### src/rtl/md_scheduler.sv
// Issue controller between E-stage decode and the HI/LO multiply-divide unit.
// Buffers one request, sequences it into the unit, and tracks completion.
//
// state  | meaning
// -------+------------------------------------------------------------
// IDLE   | nothing in flight; a full buffer is issued or retired here
// ISSUE  | start/ctrl presented to the unit for one cycle
// WAIT   | mult/div running; latency counter and md_busy both gate done
module md_scheduler #(
    parameter int unsigned MUL_CYC = 5,
    parameter int unsigned DIV_CYC = 10
) (
    input  logic        clk_i,
    input  logic        reset_i,
    input  logic        req_valid_i,
    input  logic [3:0]  req_op_i,
    input  logic [31:0] req_a_i,
    input  logic [31:0] req_b_i,
    output logic        req_ready_o,
    input  logic        flush_i,
    output logic        md_start_o,
    output logic [4:0]  md_ctrl_o,
    output logic [31:0] md_a_o,
    output logic [31:0] md_b_o,
    input  logic        md_busy_i,
    input  logic [31:0] md_hi_i,
    input  logic [31:0] md_lo_i,
    output logic        rd_valid_o,
    output logic [31:0] rd_data_o,
    output logic        done_o,
    output logic        err_o,
    output logic        busy_o
);

    typedef enum logic [1:0] {
        S_IDLE  = 2'd0,
        S_ISSUE = 2'd1,
        S_WAIT  = 2'd2
    } state_e;

    localparam logic [3:0] OP_DIVU = 4'd3;
    localparam logic [3:0] OP_DIV  = 4'd4;
    localparam logic [3:0] OP_MFHI = 4'd5;
    localparam logic [3:0] OP_MTHI = 4'd7;
    localparam logic [3:0] OP_MTLO = 4'd8;

    localparam logic [3:0] MUL_LD = 4'(MUL_CYC);
    localparam logic [3:0] DIV_LD = 4'(DIV_CYC);

    state_e      state_q;
    logic [3:0]  cnt_q;
    logic [3:0]  cnt_d;

    logic        buf_full_q;
    logic [3:0]  buf_op_q;
    logic [31:0] buf_a_q;
    logic [31:0] buf_b_q;

    logic        md_start_q;
    logic [4:0]  md_ctrl_q;
    logic [31:0] md_a_q;
    logic [31:0] md_b_q;
    logic        rd_valid_q;
    logic [31:0] rd_data_q;
    logic        done_q;
    logic        err_q;

    logic        accept;
    logic        issue;
    logic        op_legal;
    logic        op_md;
    logic        op_mt;
    logic        div_zero;
    logic        ctrl_md;
    logic        ctrl_div;

    always_comb begin
        accept   = req_valid_i & ~buf_full_q & ~flush_i;
        // flush wins over issue: a request still sitting in the buffer is discarded
        issue    = (state_q == S_IDLE) & buf_full_q & ~flush_i;
        op_legal = (buf_op_q >= 4'd1) && (buf_op_q <= 4'd8);
        op_md    = (buf_op_q >= 4'd1) && (buf_op_q <= 4'd4);
        op_mt    = (buf_op_q == OP_MTHI) || (buf_op_q == OP_MTLO);
        div_zero = ((buf_op_q == OP_DIVU) || (buf_op_q == OP_DIV)) && (buf_b_q == 32'd0);
        ctrl_md  = (md_ctrl_q >= 5'd1) && (md_ctrl_q <= 5'd4);
        ctrl_div = (md_ctrl_q == {1'b0, OP_DIVU}) || (md_ctrl_q == {1'b0, OP_DIV});
        cnt_d    = (cnt_q != 4'd0) ? cnt_q - 4'd1 : 4'd0;
    end

    always_ff @(posedge clk_i) begin
        if (!reset_i) begin
            state_q    <= S_IDLE;
            cnt_q      <= 4'd0;
            buf_full_q <= 1'b0;
            buf_op_q   <= 4'd0;
            buf_a_q    <= 32'd0;
            buf_b_q    <= 32'd0;
            md_start_q <= 1'b0;
            md_ctrl_q  <= 5'd0;
            md_a_q     <= 32'd0;
            md_b_q     <= 32'd0;
            rd_valid_q <= 1'b0;
            rd_data_q  <= 32'd0;
            done_q     <= 1'b0;
            err_q      <= 1'b0;
        end else begin
            md_start_q <= 1'b0;
            rd_valid_q <= 1'b0;
            done_q     <= 1'b0;
            err_q      <= 1'b0;

            if (flush_i) begin
                buf_full_q <= 1'b0;
            end else if (accept) begin
                buf_full_q <= 1'b1;
                buf_op_q   <= req_op_i;
                buf_a_q    <= req_a_i;
                buf_b_q    <= req_b_i;
            end else if (issue) begin
                buf_full_q <= 1'b0;
            end

            case (state_q)
                S_IDLE: begin
                    if (issue) begin
                        if (!op_legal || div_zero) begin
                            err_q <= 1'b1;
                        end else if (op_md) begin
                            md_start_q <= 1'b1;
                            md_ctrl_q  <= {1'b0, buf_op_q};
                            md_a_q     <= buf_a_q;
                            md_b_q     <= buf_b_q;
                            state_q    <= S_ISSUE;
                        end else if (op_mt) begin
                            md_ctrl_q  <= {1'b0, buf_op_q};
                            md_a_q     <= buf_a_q;
                            state_q    <= S_ISSUE;
                        end else begin
                            rd_valid_q <= 1'b1;
                            rd_data_q  <= (buf_op_q == OP_MFHI) ? md_hi_i : md_lo_i;
                        end
                    end
                end
                S_ISSUE: begin
                    md_ctrl_q <= 5'd0;
                    if (ctrl_md) begin
                        cnt_q   <= ctrl_div ? DIV_LD : MUL_LD;
                        state_q <= S_WAIT;
                    end else begin
                        state_q <= S_IDLE;
                    end
                end
                S_WAIT: begin
                    cnt_q <= cnt_d;
                    // done leaves on the edge the counter reaches zero, if the unit is also idle
                    if ((cnt_d == 4'd0) && !md_busy_i) begin
                        done_q  <= 1'b1;
                        state_q <= S_IDLE;
                    end
                end
                default: state_q <= S_IDLE;
            endcase
        end
    end

    assign req_ready_o = ~buf_full_q;
    assign busy_o      = (state_q != S_IDLE) | buf_full_q;
    assign md_start_o  = md_start_q;
    assign md_ctrl_o   = md_ctrl_q;
    assign md_a_o      = md_a_q;
    assign md_b_o      = md_b_q;
    assign rd_valid_o  = rd_valid_q;
    assign rd_data_o   = rd_data_q;
    assign done_o      = done_q;
    assign err_o       = err_q;

endmodule

### config.mk
export PLATFORM = sky130hd
export DESIGN_NAME = md_scheduler
export DESIGN_NICKNAME = d
export VERILOG_FILES = /design/src/rtl/md_scheduler.sv
export SDC_FILE = /design/constraint.sdc
export NUM_CORES = 1
export LEC_CHECK = 0
export ABC_AREA = 1
export CORE_AREA = 2 2 182 95
export CTS_CLUSTER_SIZE = 10
export DETAILED_ROUTE_END_ITERATION = 12
export DIE_AREA = 0 0 184 97
export PLACE_DENSITY = 0.8
export SETUP_SLACK_MARGIN = 0.5
export SLEW_MARGIN = 20
export SYNTH_ARGS = -nofsm -noshare
export SYNTH_HDL_FRONTEND = slang
export SYNTH_SLANG_ARGS = --single-unit
### constraint.sdc
create_clock -name clk_i -period 3.2 [get_ports clk_i]
set_input_delay 0.32 -clock clk_i [delete_from_list [all_inputs] [get_ports clk_i]]
set_output_delay 0.32 -clock clk_i [all_outputs]
set_load 0.005 [all_outputs]
## Word level (Yosys, flattened, before mapping)

Cells that the tools add are included.

| cells by class | value |
|---|---|
| $add $sub $neg | 1 |
| $lt $le $gt $ge | 5 |
| eq/ne operators | 14 |
| multiplexer cells | 25 |
| bitwise logic cells | 13 |
| reductions and logical operators | 32 |

Operators with widths:

| kind | number |
|---|---|
| $mux W32 | 3 |
| $logic_not A32 Y1 | 1 |
| $mux W5 | 4 |
| $reduce_and A4 Y1 | 4 |
| $eq A4 B3 Y1 const B | 3 |
| $mux W2 | 6 |
| $mux W4 | 3 |
| $pmux W5 S2 | 1 |
| $reduce_bool A2 Y1 | 5 |
| $ne A2 B2 Y1 const B | 4 |
| $not A1 Y1 | 8 |
| $pmux W4 S2 | 1 |
| $mux W1 | 6 |
| $pmux W2 S3 | 1 |
| $reduce_and A2 Y1 | 3 |
| $eq A5 B2 Y1 const B | 1 |
| $eq A5 B3 Y1 const B | 1 |
| $ge A5 B1 Y1 const B | 1 |
| $le A5 B3 Y1 const B | 1 |
| $logic_and A1 B1 Y1 | 5 |
| $reduce_and A5 Y1 | 1 |
| $reduce_or A5 Y1 | 1 |
| $and A1 B1 Y1 | 4 |
| $eq A4 B2 Y1 const B | 1 |
| 17 further kinds | 21 |

| word-level totals | value |
|---|---|
| bits in registers | 180 |
| bits of input ports | 137 |
| logic and storage cells | 104 |

## Longest topological paths before layout

| depth | value |
|---|---|
| depth after elaboration | 7 |
| depth in mapped cells | 13 |
| mapped depth without buffers | 13 |

## Worst setup path before layout

Ideal clock, no wire load.

| timing | value |
|---|---|
| path kind | register to register |
| from | reg buf_op_q[2] |
| to | reg rd_data_q[0] (netlist: rd_data_o[0]) |
| setup time | 0.113 ns |
| arrival | 1.340 ns |
| setup slack | 1.747 ns |
| cell stages (with the launch flop) | 12 |
| buffers on the path | 2 |
| cell sequence | dfxtp_1 > inv_1 > nor2_2 > nand2_1 > nand3_1 > nand2_1 > nor2_1 > nand4_1 > buf_4 > buf_4 > nor2_1 > nor2_1 |

| on the way | value |
|---|---|
| longest elaborated chain between the ends | 6 |
| elaborated cells on any way between the ends | 20 |
| those cells by class | order compare (3); eq/ne (5); mux (1); bitwise (3); reduce/logical (8) |

RTL lines:

| element | RTL line | RTL |
|---|---|---|
| start: declaration | 55 | `logic [3:0] buf_op_q;` |
| start signal: assignment | 116 | `buf_op_q <= req_op_i;` |
| $ge A4 B1 Y1 (tied with other cells) | 81, 82 |  |
| $logic_and A1 B1 Y1 / $logic_or A1 B1 Y1 (equally long branches) | 81, 84 |  |
| $logic_not A1 Y1 / $logic_and A1 B1 Y1 (equally long branches) | 126, 84 |  |
| $logic_or A1 B1 Y1 | 126 | `if (!op_legal \|\| div_zero) begin` |
| $not A1 Y1 (no source line) | n/a |  |
| $reduce_and A5 Y1 (no source line) | n/a |  |
| end signal: assignment | 140 | `rd_data_q <= (buf_op_q == OP_MFHI) ? md_hi_i : md_lo_i;` |
| end: declaration | 64 | `logic [31:0] rd_data_q;` |

Parallel ways exist; a longest one is shown, timed or not.
A chain may end at the register's enable or synchronous reset.

## Worst setup path after layout

| timing | value |
|---|---|
| from | reg buf_op_q[2] |
| to | reg md_a_q[29] (netlist: md_a_o[29]) |

| on the way | value |
|---|---|
| longest elaborated chain between the ends | 6 |
| elaborated cells on any way between the ends | 18 |
| those cells by class | order compare (3); eq/ne (4); mux (1); bitwise (1); reduce/logical (9) |

RTL lines:

| element | RTL line | RTL |
|---|---|---|
| $ge A4 B1 Y1 (tied with other cells) | 81, 82 |  |
| $logic_and A1 B1 Y1 / $logic_or A1 B1 Y1 (equally long branches) | 81, 84 |  |
| $logic_not A1 Y1 / $logic_and A1 B1 Y1 (equally long branches) | 126, 84 |  |
| $logic_or A1 B1 Y1 | 126 |  |
| $not A1 Y1 (no source line) | n/a |  |
| $reduce_and A4 Y1 (no source line) | n/a |  |
| end signal: assignment | 131 | `md_a_q <= buf_a_q;` |
| end signal: assignment | 136 | `md_a_q <= buf_a_q;` |
| end: declaration | 61 | `logic [31:0] md_a_q;` |

Parallel ways exist; a longest one is shown, timed or not.

==> impl_metrics.env <==
export IMPL_run_status="finished clean"
export IMPL_initial_core_util_pct=46.4
export IMPL_seqPwrFrac_pct=46.9
export IMPL_synth_mux_area_share_pct=4.82
export IMPL_grt_max_degree=77
export IMPL_largest_family_of_logic_cells_by_synthesized_area="simple AND/OR/NAND/NOR gates"
export IMPL_placed_cells_incl_taps=1430
export IMPL_timing_reg2reg_worst_path_depth=9
export IMPL_design_final_nets=1376
export IMPL_required_worst_endpoint_ns=3.47
export IMPL_overflow_left_after_global_routing=0
export IMPL_synthSimpleGateAreaFrac_pct=29.9
export IMPL_synth_area_leaders="sky130_fd_sc_hd__dfxtp_1 48%, sky130_fd_sc_hd__nand2_1 13%, sky130_fd_sc_hd__nor2_1 8.6%"
export IMPL_holdCritPathClass="flop to flop"
export IMPL_avgSynthCellArea_sq_um=7.22
export IMPL_clockBufferDepth=2
export IMPL_most_frequent_cell_after_synthesis="sky130_fd_sc_hd__nand2_1"
export IMPL_wl_met1_um=10200
export IMPL_global_route_usage_total_pct=25.1
export IMPL_critPathKind="flop to flop"
export IMPL_maxcap_viol_count=0
export IMPL_grt_setup_unrepaired="false"
export IMPL_num_rows=33
export IMPL_avgRoutedWirePerCell_um=15.2
export IMPL_route_top_layer_used="met4"
export IMPL_net_switching_share_of_the_total_power_pct=25.9
export IMPL_grt_pass1_wl_um=35600
export IMPL_regToRegEndpoint="md_a_o[29]"
export IMPL_yosys_area_share_xor_xnor_pct=0.117
export IMPL_postCtsHoldBufs=0
export IMPL_synth_cell_area_sq_mm=0.00748
export IMPL_final_period_demand_of_the_worst_path_ns=2.21
export IMPL_clkSinkCount=179
export IMPL_syn_instance_count=1036
export IMPL_crit_path_top_delay_cell="sky130_fd_sc_hd__inv_2"
export IMPL_ys_top_cells_by_count="263 x sky130_fd_sc_hd__nand2_1, 179 x sky130_fd_sc_hd__dfxtp_1, 171 x sky130_fd_sc_hd__nor2_1"
export IMPL_floorplan_die_width_um=184
export IMPL_power_density_cell_area_mw_per_mm2=472
export IMPL_finalHoldViolations=0
export IMPL_synth_fa_ha_area_share_pct=0
export IMPL_first_global_vias=6894
export IMPL_yosys_area_top_type="sky130_fd_sc_hd__dfxtp_1"
export IMPL_cts_root_buffer="sky130_fd_sc_hd__clkbuf_16"
export IMPL_post_layout_nonfiller_instances=1462
export IMPL_largest_fanout_of_any_net_on_the_critical_path=34
export IMPL_netlist_cell_type_count=30
export IMPL_cts_tree="done"
export IMPL_placement_io_buffers=242
export IMPL_critPathTopFamily="simple AND/OR/NAND/NOR gates"
export IMPL_synth_flop_cell="sky130_fd_sc_hd__dfxtp_1"
export IMPL_max_vdd_ir_drop_mv=0.355
export IMPL_syn2layout_area_growth_pct=40.4
export IMPL_reg2reg_slack_ns=0.99
export IMPL_post_detailed_placement_half_perimeter_wirelength_um=15500
export IMPL_max_clock_freq_ghz=0.453
export IMPL_dieHeight_um=97
export IMPL_synth_edf_count=0
export IMPL_switchingPower_mw=1.28
export IMPL_floorplan_core_area_sq_mm=0.0161
export IMPL_synth_seq_area_share_pct=47.9
export IMPL_top_area_cell_type_share_of_the_netlist_area_pct=47.9
export IMPL_num_io_pins=244
export IMPL_worst_setup_hold_path_clk_slew_ns=0.07
export IMPL_synth_compound_gate_area_share_pct=8.35
export IMPL_clkLatencyLatePin_ns=0.43
export IMPL_critPathBufInv=2
export IMPL_relSlewSlack_pct=43.2
export IMPL_worst_slew_pin_transition_ns=0.853
export IMPL_postSynth_asyncResetShare_pct=0
export IMPL_detailroute_wirelength_met2_um=9980
export IMPL_detail_route_antenna_nets=0
export IMPL_synth_fp_nets=1173
export IMPL_cpMostUsedCell="sky130_fd_sc_hd__nand2_1"
export IMPL_critPathMaxStageDelay_ns=0.46
export IMPL_report_final_slew_viol_count=0
export IMPL_htree_num_levels=4
export IMPL_hold_path_cell_count=2
export IMPL_drt_first_iter_violations=458
export IMPL_first_pass_iters=5
export IMPL_hold_path_endpoint="buf_a_q[13]"
export IMPL_crit_chain="inv_1, nand2_1, nor2_1, o21a_1, nand2_1, inv_2, nand2_4, nand2_1, a21oi_1"
export IMPL_power_clock_fraction_pct=42.3
export IMPL_postRouteWirelength_um=22200
export IMPL_die_area_sq_mm=0.0178
export IMPL_r2r_start="buf_op_q[2]"
export IMPL_synth_warnings=0
export IMPL_hold_start="buf_a_q[13]"
export IMPL_gp_congestion=0.794
export IMPL_cts_made_buffers=17
export IMPL_setup_worst_path_end_class="flop"
export IMPL_worstPathArrival_ns=2.48
export IMPL_cell_internal_power_mw=3.67
export IMPL_final_min_period_over_clock_period_pct=68.9
export IMPL_cts_setup_buffers=0
export IMPL_final_setup_tns_ns=0
export IMPL_total_drc_errors_in_the_routed_layout=0
export IMPL_fin_worst_skew_ns=0.0156
export IMPL_crit_path_start_kind="flop"
export IMPL_cts_repair_resize_count=0
export IMPL_static_leakage_power_nw=4.41
export IMPL_detailroute_via_count=7188
export IMPL_power_total_mw=4.96
export IMPL_final_layout_size_suffix_gt1_share_pct=6.95
export IMPL_ys_seq_elements=179
export IMPL_wl_met3_um=1750
export IMPL_grt_antenna_before_repair=1
export IMPL_combinational_share_of_power_pct=10.8
export IMPL_viasPerCell=4.92
export IMPL_timing_final_setup_violations=0
flip-flops by register name (all words and copies together), names as in the netlist:
| register | cells |
|---|---|
| md_ctrl_o | 4 |
| done_o | 1 |
| md_b_o | 32 |
| buf_full_q | 1 |
| buf_op_q | 4 |
| rd_data_o | 32 |
| buf_b_q | 32 |
| md_start_o | 1 |
| err_o | 1 |
| rd_valid_o | 1 |
| md_a_o | 32 |
| buf_a_q | 32 |
| state_q | 2 |
| cnt_q | 4 |
worst reg2reg max path: stages, from the launching register on:
cell and delay (ns):
sky130_fd_sc_hd__dfxtp_1 0.34, sky130_fd_sc_hd__inv_1 0.11, sky130_fd_sc_hd__nand2_1 0.06, sky130_fd_sc_hd__nor2_1 0.15, sky130_fd_sc_hd__o21a_1 0.19, sky130_fd_sc_hd__nand2_1 0.09
sky130_fd_sc_hd__inv_2 0.46, sky130_fd_sc_hd__nand2_4 0.40, sky130_fd_sc_hd__nand2_1 0.17, sky130_fd_sc_hd__a21oi_1 0.08
routing by layer:
| metal | vias to the layer above | global-route usage (%) |
|---|---|---|
| met5 | - | 0 |
| met4 | 0 | 6.09 |
| met3 | 20 | 7.53 |
| met2 | 261 | 39.5 |
| met1 | 3229 | 33.7 |
| li1 | 3678 | - |
cell usage in the layout (no fill, tap or decap), drive strengths merged, types with 4 or more instances in the layout:
| master | count |
|---|---|
| inv | 91 |
| nand3 | 104 |
| nor2 | 172 |
| clkbuf | 17 |
| buf | 11 |
| nand4 | 5 |
| dfxtp | 179 |
| mux2 | 32 |
| clkdlybuf4s50 | 241 |
| nand2 | 264 |
| clkinv | 4 |
| o21ai | 7 |
| a21oi | 108 |
worst max path at each step:
stage	start	endpoint	slack (ns)	cells after the start
CTS	buf_op_q[2]	md_a_o[29]	0.98	9
global route	buf_b_q[17]	md_a_o[28]	0.77	9
global placement	flush_i	md_a_o[14]	1.03	7
floorplan	buf_op_q[2]	rd_data_o[0]	1.75	11
detailed placement	flush_i	md_a_o[14]	0.96	7
finish	buf_op_q[2]	md_a_o[29]	0.99	9
power groups by stage:
stage | Sequential [mW] | Clock, mW | Combinational, mW
6_report | 2.33 | 2.10 | 0.535
5_1_grt | 2.33 | 2.23 | 0.587
4_1_cts | 2.33 | 2.12 | 0.536
3_5_place_dp | 2.38 | 0 | 0.532
3_3_place_gp | 2.38 | 0 | 0.523
2_1_floorplan | 2.37 | 0 | 0.256
through the flow:
step / hold WS, ns / worst slack [ns] / utilization, % / instance area (sq um)
after detailed placement: 0.458 / 0.960 / 61.5 / 9910
final: 0.468 / 0.995 / 65.2 / 10500
after CTS: 0.461 / 0.976 / 65.2 / 10500
after global placement: 0.450 / 1.03 / 61.5 / 9910
after global routing: 0.474 / 0.770 / 65.2 / 10500
after floorplan: 0.412 / 1.75 / - / 7480
kinds of logic after synthesis:
logic type / Yosys count
other: 1
flip-flops: 179
buffers and inverters: 152
XOR/XNOR: 1
AND/OR/NAND/NOR: 550
multiplexers: 32
AO/OA/AOI/OAI: 121
layout make-up:
| type | instances | area, sq um |
|---|---|---|
| fillers | 1399 | 5600 |
| flip-flops and latches | 179 | 3580 |
| multi-input cells | 705 | 3240 |
| repair buffers | 252 | 2500 |
| clock buffers | 17 | 425 |
| inverters | 84 | 317 |
| well taps | 210 | 263 |
| clock inverters | 14 | 164 |
| diodes | 1 | 2.50 |
Power figures use the tool's default switching activity.
==> variant 1: new RTL, same flow settings <==
Reset style: asynchronous (`reset_i`), changed in one clocked block.
--- a/src/rtl/md_scheduler.sv
+++ b/src/rtl/md_scheduler.sv
@@ -88,5 +88,5 @@
     end
 
-    always_ff @(posedge clk_i) begin
+    always_ff @(posedge clk_i or negedge reset_i) begin
         if (!reset_i) begin
             state_q    <= S_IDLE;
Behaviour: differs if reset_i is asserted again (counterexample within 4 cycles, from zero or initial values and one cycle with reset_i low); with reset_i held inactive, the same outputs for 4 cycles.
==> variant 1 against the unedited design <==
- worst setup slack worse by 0.014 ns
- non-clock buffer count increased by 3
- sequential cell count is the same
- area after synthesis grew 3.1%
- largest cell class unchanged
- critical path depth stayed put
- critical path type unchanged
- count of clock-buffer cells in the layout grew 2
- cell area is 3.1% higher
- clock skew is 0.0032 ns lower
- via count down 11%
- routed wire length is 5.0% lower
- worst hold slack got worse by 0.46 ns
- first-iteration DRC count fell by 7.9%
Power is not compared: it rests on default switching activity, and its combinational part moved more than twofold at a synthesized area within 25%.
==> variant 1: results (changes against the unedited design) <==
capture point of the worst reg-to-reg path=md_a_o[26] (was md_a_o[29]); Detailed Route WL=21,100 um (was 22,200 um); Max stage delay on crit path=0.51 ns (was 0.46 ns); Nets=1,118 (was 1,376); gpl congestion=0.837 (was 0.794); # H-tree levels=4 (unchanged); Vias/cell=5.33 (was 4.92); Detailed Place HPWL=14,400 um (was 15,500 um); R2R Setup Slk=0.98 ns; CP max FO=33 (was 34); Vias=6,402 (was 7,188); outcome=finished, final reports clean (unchanged); largest net degree at the start of global routing=108 (was 77); number of inserted diodes=0 (was 1); Worst Hold Class=in2async (was reg2reg); CTS Buffer Depth=2 (unchanged); Post-Syn Nets=899 (was 1,173); CTS clock-pin slew for the worst setup and hold paths=0.06 ns; number of fillers in the final layout=1,246 (was 1,399); Distinct cells, synth=30 (unchanged); Top FF cell, synth=dfrtp_1 (was dfxtp_1); worst r2r path cells=9 (unchanged); DR iter-0 viols=422 (was 458); Max-slew headroom=43.1% (was 43.2%); slowest CP cell=nand4_4 (was inv_2); Async SR Flop Fraction=100% (was 0%); P_leak=4.93 nW; Worst EP arrival=2.53 ns (was 2.48 ns); Placed Cells=1,172 (was 1,430); number of global-route vias before repair=6,494 (was 6,894); Synth warnings=0 (unchanged); initial antenna violation count=0 (was 1); fraction of layout cells with a size suffix above 1=12.7% (was 6.95%); Overall Global Routing Usage=24.7% (was 25.1%); Syn Area/Cell=10.1 um2 (was 7.22 um2); top cells by count, synth=nand2_1 (198), dfrtp_1 (179), nand4_1 (101) (was nand2_1 (263), dfxtp_1 (179), nor2_1 (171)); top cells by area, synth=dfrtp_1 (58%), nand2_1 (9.6%), mux2_2 (9.3%) (was dfxtp_1 (48%), nand2_1 (13%), nor2_1 (8.6%)); register area share after synthesis=58.1% (was 47.9%); wire length of the first global-routing pass=34,300 um (was 35,600 um); post-route clock skew=0.0124 ns (was 0.0156 ns); root buffer cell=clkbuf_16 (unchanged); r2r startpoint=buf_op_q[1] (was buf_op_q[2])
## variant 1: cell families (layout without fill, tap and decap cells)
family | after synthesis | after routing | share of synthesized area [%]
XOR/XNOR | 2 | 2 | 0.227
buffers and inverters | 75 | 305 | 5.03
AND/OR/NAND/NOR | 395 | 395 | 23.7
multiplexers | 64 | 64 | 9.35
AO/OA/AOI/OAI | 46 | 46 | 3.60
flip-flops | 179 | 179 | 58.1
other | 1 | 1 | 0.0486
## variant 1: cell type report
cell class              instances  area (um2)  area share (%)
clock buffers                  19         443            4.09
clock inverters                11         154            1.42
inverters                      20        75.1           0.694
multi-input cells             508        2860            26.4
flip-flops and latches        179        4480            41.4
well taps                     210         263            2.43
repair buffers                255        2550            23.6
## variant 1: critical path: cells and delay by family, from the launching register on
family                 cells  cell delay, ns
AND/OR/NAND/NOR            7            1.25
flip-flops                 1            0.42
buffers and inverters      2            0.42
## variant 1: per-stage QoR
step | util [%] | hold slack (ns) | worst slack [ns] | cell area (um2)
3_3_place_gp | 63.5 | 0.464 | 1.08 | 10200
6_report | 67.2 | 0.00283 | 0.980 | 10800
2_1_floorplan | - | 0.0244 | 1.69 | 7710
3_5_place_dp | 63.5 | 0.466 | 1.01 | 10200
5_1_grt | 67.2 | 0.0650 | 0.760 | 10800
4_1_cts | 67.2 | 0.0357 | 0.986 | 10800
## variant 1: layer usage
layer,global-route usage (%),vias to the layer above,part of all wire (%)
met5,0,-,0
met4,5.54,0,0.84
met3,7.30,15,8.1
met2,35.9,226,42
met1,36.5,3114,49
li1,-,3047,-
## variant 1: power breakdown
group | total [mW] | internal [mW] | leakage (nW) | switching [mW]
clock network | 2.14 | 1.25 | 0.280 | 0.893
registers | 3.31 | 2.89 | 2.26 | 0.418
logic | 2.31 | 1.34 | 2.39 | 0.972
==> variant 2: new RTL, config.mk and constraints unchanged <==
Made on the original files. Change the parameter `DIV_CYC` from 10 to 7.
--- a/src/rtl/md_scheduler.sv
+++ b/src/rtl/md_scheduler.sv
@@ -9,5 +9,5 @@
 module md_scheduler #(
     parameter int unsigned MUL_CYC = 5,
-    parameter int unsigned DIV_CYC = 10
+    parameter int unsigned DIV_CYC = 7
 ) (
     input  logic        clk_i,
Formal check against the unedited RTL: no difference found for any inputs over 4 cycles, from zero or initial values and one cycle with reset_i low; that may be too few to reach the edited logic, so the function may still have changed.
==> variant 2 against the unedited design <==
- sequential power hardly changed
- sequential cell count unchanged
- critical path depth down 6
- critical endpoint is now req_ready_o
- cell area grew 0.33%
- routed wire length down 4.2%
- fmax fell by 7.2%
- worst setup slack worse by 0.17 ns
- power up 2.1%
- clock skew down 0.0018 ns
- area after synthesis decreased by 0.22%
==> variant 2: results (changes against the unedited design) <==
Top FF cell, synth=dfxtp_1 (unchanged); P_leak=4.43 nW (was 4.41 nW); Placed Cells=1,431 (was 1,430); top cells by area, synth=dfxtp_1 (48%), nand2_1 (13%), nor2_1 (8.8%) (was dfxtp_1 (48%), nand2_1 (13%), nor2_1 (8.6%)); top cells by count, synth=nand2_1 (261), dfxtp_1 (179), nor2_1 (174) (was nand2_1 (263), dfxtp_1 (179), nor2_1 (171)); drt first pass iters=5 (unchanged); Syn Area/Cell=7.20 um2 (was 7.22 um2); DR iter-0 viols=428 (was 458); outcome=finished, final reports clean (unchanged); number of fillers in the final layout=1,396 (was 1,399); Detailed Place HPWL=14,600 um (was 15,500 um); Worst EP arrival=2.06 ns (was 2.48 ns); CP max FO=68 (was 34); Pint=3.77 mW (was 3.67 mW); root buffer cell=clkbuf_16 (unchanged); Detailed Route WL=21,300 um (was 22,200 um); post-route clock skew=0.0139 ns (was 0.0156 ns); initial antenna violation count=0 (was 1); Worst Hold Class=reg2reg (unchanged); Max-slew headroom=43.9% (was 43.2%); Synth warnings=0 (unchanged); CTS clock-pin slew for the worst setup and hold paths=0.07 ns (about the same); dpl cell area=9900 um2 (was 9910 um2); worst slack, placed=0.761 ns (was 0.960 ns); fraction of layout cells with a size suffix above 1=7.02% (was 6.95%); Vias/cell=4.99 (was 4.92); number of global-route vias before repair=6,742 (was 6,894); DR WL/cell=14.6 um (was 15.2 um); area delta synth->final=41.2% (was 40.4%); number of port buffers=242 (unchanged); Clock Latency Late Sink=0.42 ns; # H-tree levels=4 (unchanged); register area share after synthesis=48.0% (was 47.9%); Overall Global Routing Usage=23.6% (was 25.1%); gpl congestion=0.815 (was 0.794); DR WL met2=8880 um (was 9980 um); worst vdd ir=359 uV (was 355 uV); largest net degree at the start of global routing=75 (was 77); total CTS buffers=17 (unchanged); routed wl met3=1880 um (was 1750 um); Distinct cells, synth=26 (was 30); Routed met1 length=10,400 um (was 10,200 um); wire length of the first global-routing pass=33,800 um (was 35,600 um)
variant 2: cell types whose count changed after synthesis, moves of 2 or more:
cell     before  now
a31oi_1       2    0
inv_1        79   82
nand2_1     263  261
nand3_1     104  101
nor2_1      171  174
nor3_1        1    3
o21ai_0       7    9
variant 2: cell families after synthesis:
family	after synthesis	share of synthesized area, %
compound gates	121	8.32
mux	32	4.83
other cells	1	0.0503
simple gates	548	29.7
flops	179	48.0
buf+inv	155	9.04
variant 2: critical path, stage by stage (launching register included):
cell and delay [ns]:
dfxtp_1 0.31, inv_2 0.05, buf_4 0.63, clkdlybuf4s50_1 0.64
variant 2: worst paths after layout:
check                            startpoint     endpoint  slack [ns]  depth (start not counted)
worst max-delay path             buf_full_q  req_ready_o        0.82                          3
worst min register to register  buf_a_q[26]  buf_a_q[26]        0.46                          2
worst max register to register   buf_full_q  buf_a_q[13]        0.87                          6
worst min-delay path            buf_a_q[26]  buf_a_q[26]        0.46                          2
variant 2: layer usage:
layer	vias up	track usage, %
met3	11	6.59
met4	0	4.18
met1	3329	34.3
met2	287	35.2
li1	3677	-
met5	-	0
variant 2: area by class of cell:
class                           count  area share (%)
Inverter                           88            3.15
Tap cell                          210            2.49
Sequential cell                   179            34.0
Clock buffer                       17            4.04
Timing Repair Buffer              252            23.8
Clock inverter                     15            1.96
Multi-Input combinational cell    702            30.5
Antenna cell                        1          0.0238
variant 2: power groups by stage:
| stage | registers [mW] | clock network, mW | logic, mW |
|---|---|---|---|
| finish | 2.33 | 2.20 | 0.532 |
| global route | 2.33 | 2.34 | 0.585 |
| CTS | 2.33 | 2.24 | 0.532 |
| detailed placement | 2.38 | 0 | 0.528 |
| global placement | 2.37 | 0 | 0.522 |
| floorplan | 2.37 | 0 | 0.256 |
